### src/rtl/mem_responder_if.sv
// Request/response bus between an initiator and mem_responder.
// The master modport is the initiator side. The slave modport is the responder side.
interface mem_responder_if #(
  parameter int ADDR_W = 8
);
  logic              req_valid;
  logic              req_ready;
  logic              req_we;
  logic [ADDR_W-1:0] req_addr;
  logic [7:0]        req_wdata;
  logic              rsp_valid;
  logic              rsp_ready;
  logic [7:0]        rsp_rdata;
  logic [7:0]        rsp_count;

  modport master (
    output req_valid, req_we, req_addr, req_wdata, rsp_ready,
    input  req_ready, rsp_valid, rsp_rdata, rsp_count
  );

  modport slave (
    input  req_valid, req_we, req_addr, req_wdata, rsp_ready,
    output req_ready, rsp_valid, rsp_rdata, rsp_count
  );
endinterface

### src/rtl/mem_responder.sv
// Single-outstanding byte memory responder with a valid/ready request and response handshake.
// Defining MEM_WAIT_EN inserts a one-cycle WAIT state before every response.
module mem_responder #(
  parameter int ADDR_W = 8
) (
  input  logic                clk,
  input  logic                reset,
  mem_responder_if.slave      bus
);

`ifdef MEM_WAIT_EN
  typedef enum logic [1:0] {
    IDLE = 2'd0,
    WAIT = 2'd1,
    RESP = 2'd2
  } state_t;
`else
  typedef enum logic {
    IDLE = 1'b0,
    RESP = 1'b1
  } state_t;
`endif

  state_t      state;
  state_t      state_nxt;
  logic        ready_en;
  logic        accept;
  logic        rsp_done;
  logic [7:0]  rdata_q;
  logic [7:0]  count_q;
  logic [7:0]  mem [2**ADDR_W];

`ifdef MEM_WAIT_EN
  logic              we_q;
  logic [ADDR_W-1:0] addr_q;
`endif

  // ready_en holds req_ready low while reset is asserted.
  // It also holds req_ready low until the first edge after reset is released.
  assign bus.req_ready = (state == IDLE) && ready_en;
  assign bus.rsp_valid = (state == RESP);
  assign bus.rsp_rdata = rdata_q;
  assign bus.rsp_count = count_q;

  assign accept   = bus.req_valid && bus.req_ready;
  assign rsp_done = (state == RESP) && bus.rsp_ready;

  // NOTE: use non-blocking (<=) for every flop, so all registers update together at the clock edge.
  always_ff @(posedge clk or negedge reset) begin
    if (!reset) begin
      state    <= IDLE;
      ready_en <= 1'b0;
    end else begin
      state    <= state_nxt;
      ready_en <= 1'b1;
    end
  end

  // NOTE: assign state_nxt a default first, so every path drives it and no latch is inferred.
  always_comb begin
    state_nxt = state;
    unique case (state)
`ifdef MEM_WAIT_EN
      IDLE:    if (accept) state_nxt = WAIT;
      WAIT:    state_nxt = RESP;
`else
      IDLE:    if (accept) state_nxt = RESP;
`endif
      RESP:    if (bus.rsp_ready) state_nxt = IDLE;
      default: state_nxt = IDLE;
    endcase
  end

  // NOTE: the storage array has no reset, so its contents survive reset and it maps onto plain RAM.
  always_ff @(posedge clk) begin
    if (accept && bus.req_we) mem[bus.req_addr] <= bus.req_wdata;
  end

`ifdef MEM_WAIT_EN
  always_ff @(posedge clk or negedge reset) begin
    if (!reset) begin
      we_q   <= 1'b0;
      addr_q <= '0;
    end else if (accept) begin
      we_q   <= bus.req_we;
      addr_q <= bus.req_addr;
    end
  end

  // A write echoes its data at the accept edge. A read samples the memory at the WAIT exit edge.
  always_ff @(posedge clk or negedge reset) begin
    if (!reset) begin
      rdata_q <= 8'h00;
    end else if (accept) begin
      if (bus.req_we) rdata_q <= bus.req_wdata;
    end else if (state == WAIT && !we_q) begin
      rdata_q <= mem[addr_q];
    end
  end
`else
  // The read uses the memory value before this edge. A write to the same address lands at this edge too.
  always_ff @(posedge clk or negedge reset) begin
    if (!reset) begin
      rdata_q <= 8'h00;
    end else if (accept) begin
      rdata_q <= bus.req_we ? bus.req_wdata : mem[bus.req_addr];
    end
  end
`endif

  always_ff @(posedge clk or negedge reset) begin
    if (!reset) begin
      count_q <= 8'h00;
    end else if (rsp_done) begin
      count_q <= count_q + 8'd1;
    end
  end

endmodule
### src/flat_wrapper.sv
// flat-port wrapper written by rule: the top's interface ports become plain ports
module mem_responder_flat 
#(
  parameter int ADDR_W = 8
)
  (clk, reset, bus_req_valid, bus_req_we, bus_req_addr, bus_req_wdata, bus_rsp_ready, bus_req_ready, bus_rsp_valid, bus_rsp_rdata, bus_rsp_count);
  mem_responder_if #(.ADDR_W(ADDR_W)) bus_i ();
  input  logic clk;
  input  logic reset;
  input wire logic [$bits(bus_i.req_valid)-1:0] bus_req_valid;
  input wire logic [$bits(bus_i.req_we)-1:0] bus_req_we;
  input wire logic [$bits(bus_i.req_addr)-1:0] bus_req_addr;
  input wire logic [$bits(bus_i.req_wdata)-1:0] bus_req_wdata;
  input wire logic [$bits(bus_i.rsp_ready)-1:0] bus_rsp_ready;
  output wire logic [$bits(bus_i.req_ready)-1:0] bus_req_ready;
  output wire logic [$bits(bus_i.rsp_valid)-1:0] bus_rsp_valid;
  output wire logic [$bits(bus_i.rsp_rdata)-1:0] bus_rsp_rdata;
  output wire logic [$bits(bus_i.rsp_count)-1:0] bus_rsp_count;
  assign bus_i.req_valid = bus_req_valid;
  assign bus_i.req_we = bus_req_we;
  assign bus_i.req_addr = bus_req_addr;
  assign bus_i.req_wdata = bus_req_wdata;
  assign bus_i.rsp_ready = bus_rsp_ready;
  assign bus_req_ready = bus_i.req_ready;
  assign bus_rsp_valid = bus_i.rsp_valid;
  assign bus_rsp_rdata = bus_i.rsp_rdata;
  assign bus_rsp_count = bus_i.rsp_count;
  mem_responder #(.ADDR_W(ADDR_W)) u_core (.clk(clk), .reset(reset), .bus(bus_i));
endmodule
### config.mk
export PLATFORM = sky130hd
export DESIGN_NAME = mem_responder_flat
export DESIGN_NICKNAME = d
export VERILOG_FILES = /design/src/rtl/mem_responder_if.sv /design/src/rtl/mem_responder.sv /design/src/flat_wrapper.sv
export SDC_FILE = /design/constraint.sdc
export NUM_CORES = 2
export LEC_CHECK = 0
export CORE_MARGIN = 2
export CORE_UTILIZATION = 40
export CTS_CLUSTER_SIZE = 28
export DETAILED_ROUTE_END_ITERATION = 8
export GPL_TIMING_DRIVEN = 0
export PLACE_DENSITY = 0.59
export SKIP_LAST_GASP = 1
export SLEW_MARGIN = 20
export SYNTH_ARGS = -nofsm -noshare
export SYNTH_HDL_FRONTEND = slang
export SYNTH_SLANG_ARGS = --single-unit
### constraint.sdc
create_clock -name clk -period 2.5 [get_ports clk]
set_input_delay 0.375 -clock clk [delete_from_list [all_inputs] [get_ports clk]]
set_output_delay 0.375 -clock clk [all_outputs]
set_load 0.02 [all_outputs]
**Word-level counts from Yosys, hierarchy flattened**

Memories as Yosys holds them, arrays and structs flattened. A register that Yosys moved wholly into a read port is not among the register bits.
Cells that the tools add are included.

- Memories kept: 1
- Logic and storage cells: 16
- Register bits: 10
- Bits of input ports: 21
- Output and inout bits: 18
- Bits in writable memories: 2048

- Bitwise gates (word level): 1
- Add/subtract/negate cells: 1
- Mux-type cells: 5
- Reduce and logical (&&, ||, !) cells: 5

Memories:

| memory | words | bits a word | rd ports | clocked after Yosys merged registers in | write ports | RTL line | RTL |
|---|---|---|---|---|---|---|---|
| u_core.mem | 256 | 8 | 1 | 1 | 1 | mem_responder.sv:31 | `logic [7:0] mem [2**ADDR_W];` |

Operator list:

| cell | count |
|---|---|
| 8-bit by 1-bit adder with 8-bit output (second input constant) | 1 |
| 1-bit logical AND | 4 |
| 1-bit two-way mux | 4 |
| 1-bit case mux with 2 select lines | 1 |
| 1-bit logical NOT | 1 |
| 1-bit inverter | 1 |

**Logic depth before layout (Yosys ltp)**

- Depth after elaboration: 6
- Mapped depth: 12
- Depth with buffers taken out: 6

**Worst setup path after synthesis**

No wires, ideal clock.

- Path type: in2reg
- From: input bus_req_addr[1]
- To: memory u_core.mem[222][0] (enable)
- Data arrival time: 2.440 ns
- Stages: 10
- Setup slack: -0.310 ns
- Setup time: 0.370 ns
- Data required time: 2.130 ns
- Buffers on the path: 7
- Cells stage by stage: buf_6 -> buf_6 -> buf_4 -> buf_4 -> buf_4 -> buf_4 -> nor2b_1 -> nand2_1 -> clkbuf_1 -> nor2_1

RTL lines:

| item | RTL line | RTL |
|---|---|---|
| start, declared | flat_wrapper.sv:12 | `input wire logic [$bits(bus_i.req_addr)-1:0] bus_req_addr;` |
| end, declared | mem_responder.sv:31 |  |

No word-level cell before the write port.

==> flow_metrics.env <==
export IMPL_syn_to_final_growth_pct=22.6
export IMPL_dp_cells=6545
export IMPL_yosysTopAreaCell="edfxtp_1"
export IMPL_synth_area_leaders="edfxtp_1, mux4_2, mux2i_1"
export IMPL_drv_slew=0
export IMPL_irDropWorstVdd_mv=0.679
export IMPL_worst_slack_ps=-329
export IMPL_reg2reg_depth=7
export IMPL_track_usage_pct=30.6
export IMPL_power_density_mw_per_mm2=759
export IMPL_post_synth_instance_area_sq_mm=0.0806
export IMPL_power_internal_mw=57.1
export IMPL_final_cell_mix="edfxtp_1, mux4_2, nor2_4"
export IMPL_synth_top_cell_area_share_pct=76.3
export IMPL_layout_drive_gt1_share_pct=36.6
export IMPL_final_common_cell="edfxtp_1"
export IMPL_setup_viol=1019
export IMPL_preCtsSetupSlack_ps=-3590
export IMPL_yosysWarnings=0
export IMPL_cts_root_buf="clkbuf_16"
export IMPL_synth_seq_area_share_pct=76.9
export IMPL_cp_max_fo=13
export IMPL_portBuffers=35
export IMPL_critPathCaptureType="flop"
export IMPL_fin_crit_sh_pct=113
export IMPL_synth_edf_count=2048
export IMPL_hpwlAfterDp_um=206000
export IMPL_relSlewSlack_pct=15.2
export IMPL_crit_top_cell="buf_6"
export IMPL_synth_flop_cell="edfxtp_1"
export IMPL_die_width_um=453
export IMPL_async_reset_ff_share_pct=0.871
export IMPL_worstMarginPinSlew_ps=1270
export IMPL_die_area_sq_mm=0.205
export IMPL_power_mw=75.0
export IMPL_drt_initial_drc_count=8893
export IMPL_cts_sinks=2066
export IMPL_cp_start_kind="input pin"
export IMPL_slowest_delay_ps=690
export IMPL_critical_path_cell_chain="clkdlybuf4s15_2 > buf_6 > buf_6 > buf_6 > buf_8 > mux4_2 > nand3_1 > nand3_1 > o211ai_1 > a31oi_1"
export IMPL_required_ps=3200
export IMPL_place_area_sq_mm=0.0861
export IMPL_status="finished, violations left"
export IMPL_routabilityCongestion=1.02
export IMPL_grt_max_degree=128
export IMPL_max_cap_viol_count=0
export IMPL_final_area_sq_mm=0.0988
export IMPL_skew_ps=35.6
export IMPL_cts_max_path_buffers=3
export IMPL_tns_ps=-58460
export IMPL_critical_path_class="in2reg"
export IMPL_insertion_delay_ps=870
export IMPL_ys_ff_latch=2066
export IMPL_nets=4342
export IMPL_ys_types=77
export IMPL_fin_cells=7171
export IMPL_grt_pass1_wl_um=412000
export IMPL_path_clk_slew_ps=60
export IMPL_violations="setup timing"
export IMPL_cts_tree="built"
export IMPL_p_leak_nw=30.9
export IMPL_drt_wl_total_um=317000
export IMPL_combPwrFrac_pct=7.6
export IMPL_period_needed_ps=2830
export IMPL_viasPerCell=6.55
export IMPL_crit_slowest_cell="o211ai_1"
export IMPL_first_pass_iters=8
export IMPL_grt_pass1_vias=44100
export IMPL_row_count=164
export IMPL_rsz0062_at_grt="yes"
export IMPL_tritoncts_num_buffers=208
export IMPL_switching_power_mw=18.0
export IMPL_avgSynthCellArea_sq_um=21.1
export IMPL_core_sq_mm=0.200
export IMPL_hold_violations=0
export IMPL_p_sw_share_pct=24.0
export IMPL_syn_inst=3825
export IMPL_arrival_ps=3530
export IMPL_antenna_found_initial=31
export IMPL_seq_power_share_pct=51.0
export IMPL_start_util_pct=40.3
export IMPL_routedWlPerCell_um=44.2
export IMPL_clockPowerShare_pct=41.4
export IMPL_fmax_ghz=0.354
export IMPL_drc_errors=0
export IMPL_ant_nets=0
export IMPL_hp_class="in2async"
export IMPL_io_pins=39
export IMPL_die_y_um=453
export IMPL_syn_nets=3847
export IMPL_vias=47000
export IMPL_gr_total_overflow=0
export IMPL_h_tree_depth=4
==> layout make-up <==
type	count	area, sq um
antenna	14	35.0
buffer	231	2810
clock buffer	263	5530
clock inverter	128	1140
fill	16000	101000
inverter	18	75.1
multi-input combinational	1507	19800
sequential	2066	61900
tap	2656	3320
timing repair buffer	288	4160
==> flip-flops by register name, summed over array words and instances (netlist names) <==
signal                flops
u_core.ready_en           1
u_core.bus.rsp_count      8
u_core.bus.rsp_valid      1
u_core.bus.rsp_rdata      8
u_core.mem             2048
==> cell usage after synthesis (9+ instances only) <==
library cell / number
edfxtp_1: 2048
mux4_2: 472
nor2_1: 292
mux2i_1: 165
clkbuf_1: 79
a22oi_1: 77
nand2_1: 70
buf_2: 64
buf_4: 61
o22ai_1: 52
o21ai_0: 37
a21oi_1: 36
nand3_1: 34
nor2b_1: 22
mux2_2: 21
buf_6: 19
dfrtp_1: 18
inv_1: 18
a31oi_1: 14
o211ai_1: 14
nor3_1: 13
a211oi_1: 12
a22o_1: 12
and3_1: 12
and2_1: 11
a221oi_1: 10
buf_1: 10
o32ai_1: 9
==> worst paths after layout <==
| path | startpoint | to | slack (ps) |
|---|---|---|---|
| setup / recovery | bus_req_addr[3] | u_core.bus.rsp_rdata[4] | -330 |
| hold / removal | reset | u_core.bus.rsp_count[1] | 70 |
| setup reg to reg | u_core.bus.rsp_valid | u_core.bus.rsp_rdata[4] | -120 |
| hold reg to reg | u_core.bus.rsp_count[7] | u_core.bus.rsp_count[7] | 470 |
| max in group asynchronous | reset | u_core.bus.rsp_rdata[7] | 2000 |
| min in group clk | bus_rsp_ready | u_core.bus.rsp_valid | 160 |
==> stage by stage <==
step	hold WS [ps]	utilization, %
after floorplan	79.4	-
after detailed placement	406	43.1
after global placement	465	42.6
final	72.1	49.4
after global routing	74.9	49.4
after CTS	25.1	48.7
==> per-layer routing <==
metal  vias to the layer above  share of wire (%)  track usage, %
met5                         -              0.035               0
met2                      3954                 43            43.8
li1                      17100                  -               -
met1                     25000                 36            40.4
met4                        16                7.3            19.3
met3                       867                 13            10.2
==> what timing repair did <==
item	CTS	global route
setup endpoints to repair	2057	1807
gates cloned	0	1
resized for setup	637	149
endpoints found under the hold margin	362	0
pin swaps	119	42
buffers inserted	162	52
hold buffers	9	0
==> power groups by stage <==
stage,clock network [mW],logic [mW],registers [mW]
final,31.0,5.72,38.3
after global routing,32.5,5.63,38.3
after CTS,31.1,5.37,38.3
after detailed placement,0,5.02,39.0
after global placement,0,4.84,39.4
after floorplan,0,1.95,39.0
==> worst max-delay path, delay by kind of cell <==
family          cells  cell delay, ps
simple gates        2             260
compound gates      2             860
mux                 1             400
buf+inv             5            1550
==> kinds of logic after synthesis <==
group,count (synthesis),synth area share (%)
DFF,2066,76.9
muxes,658,15.5
and+or+nand+nor,507,2.83
AOI/OAI and AO/OA,333,2.93
buffers and inverters,252,1.75
xor gates and xnor gates,7,0.0761
adders and majority gates,1,0.0155
other,1,0.00465
No activity file was read; power rests on OpenSTA's default activity.
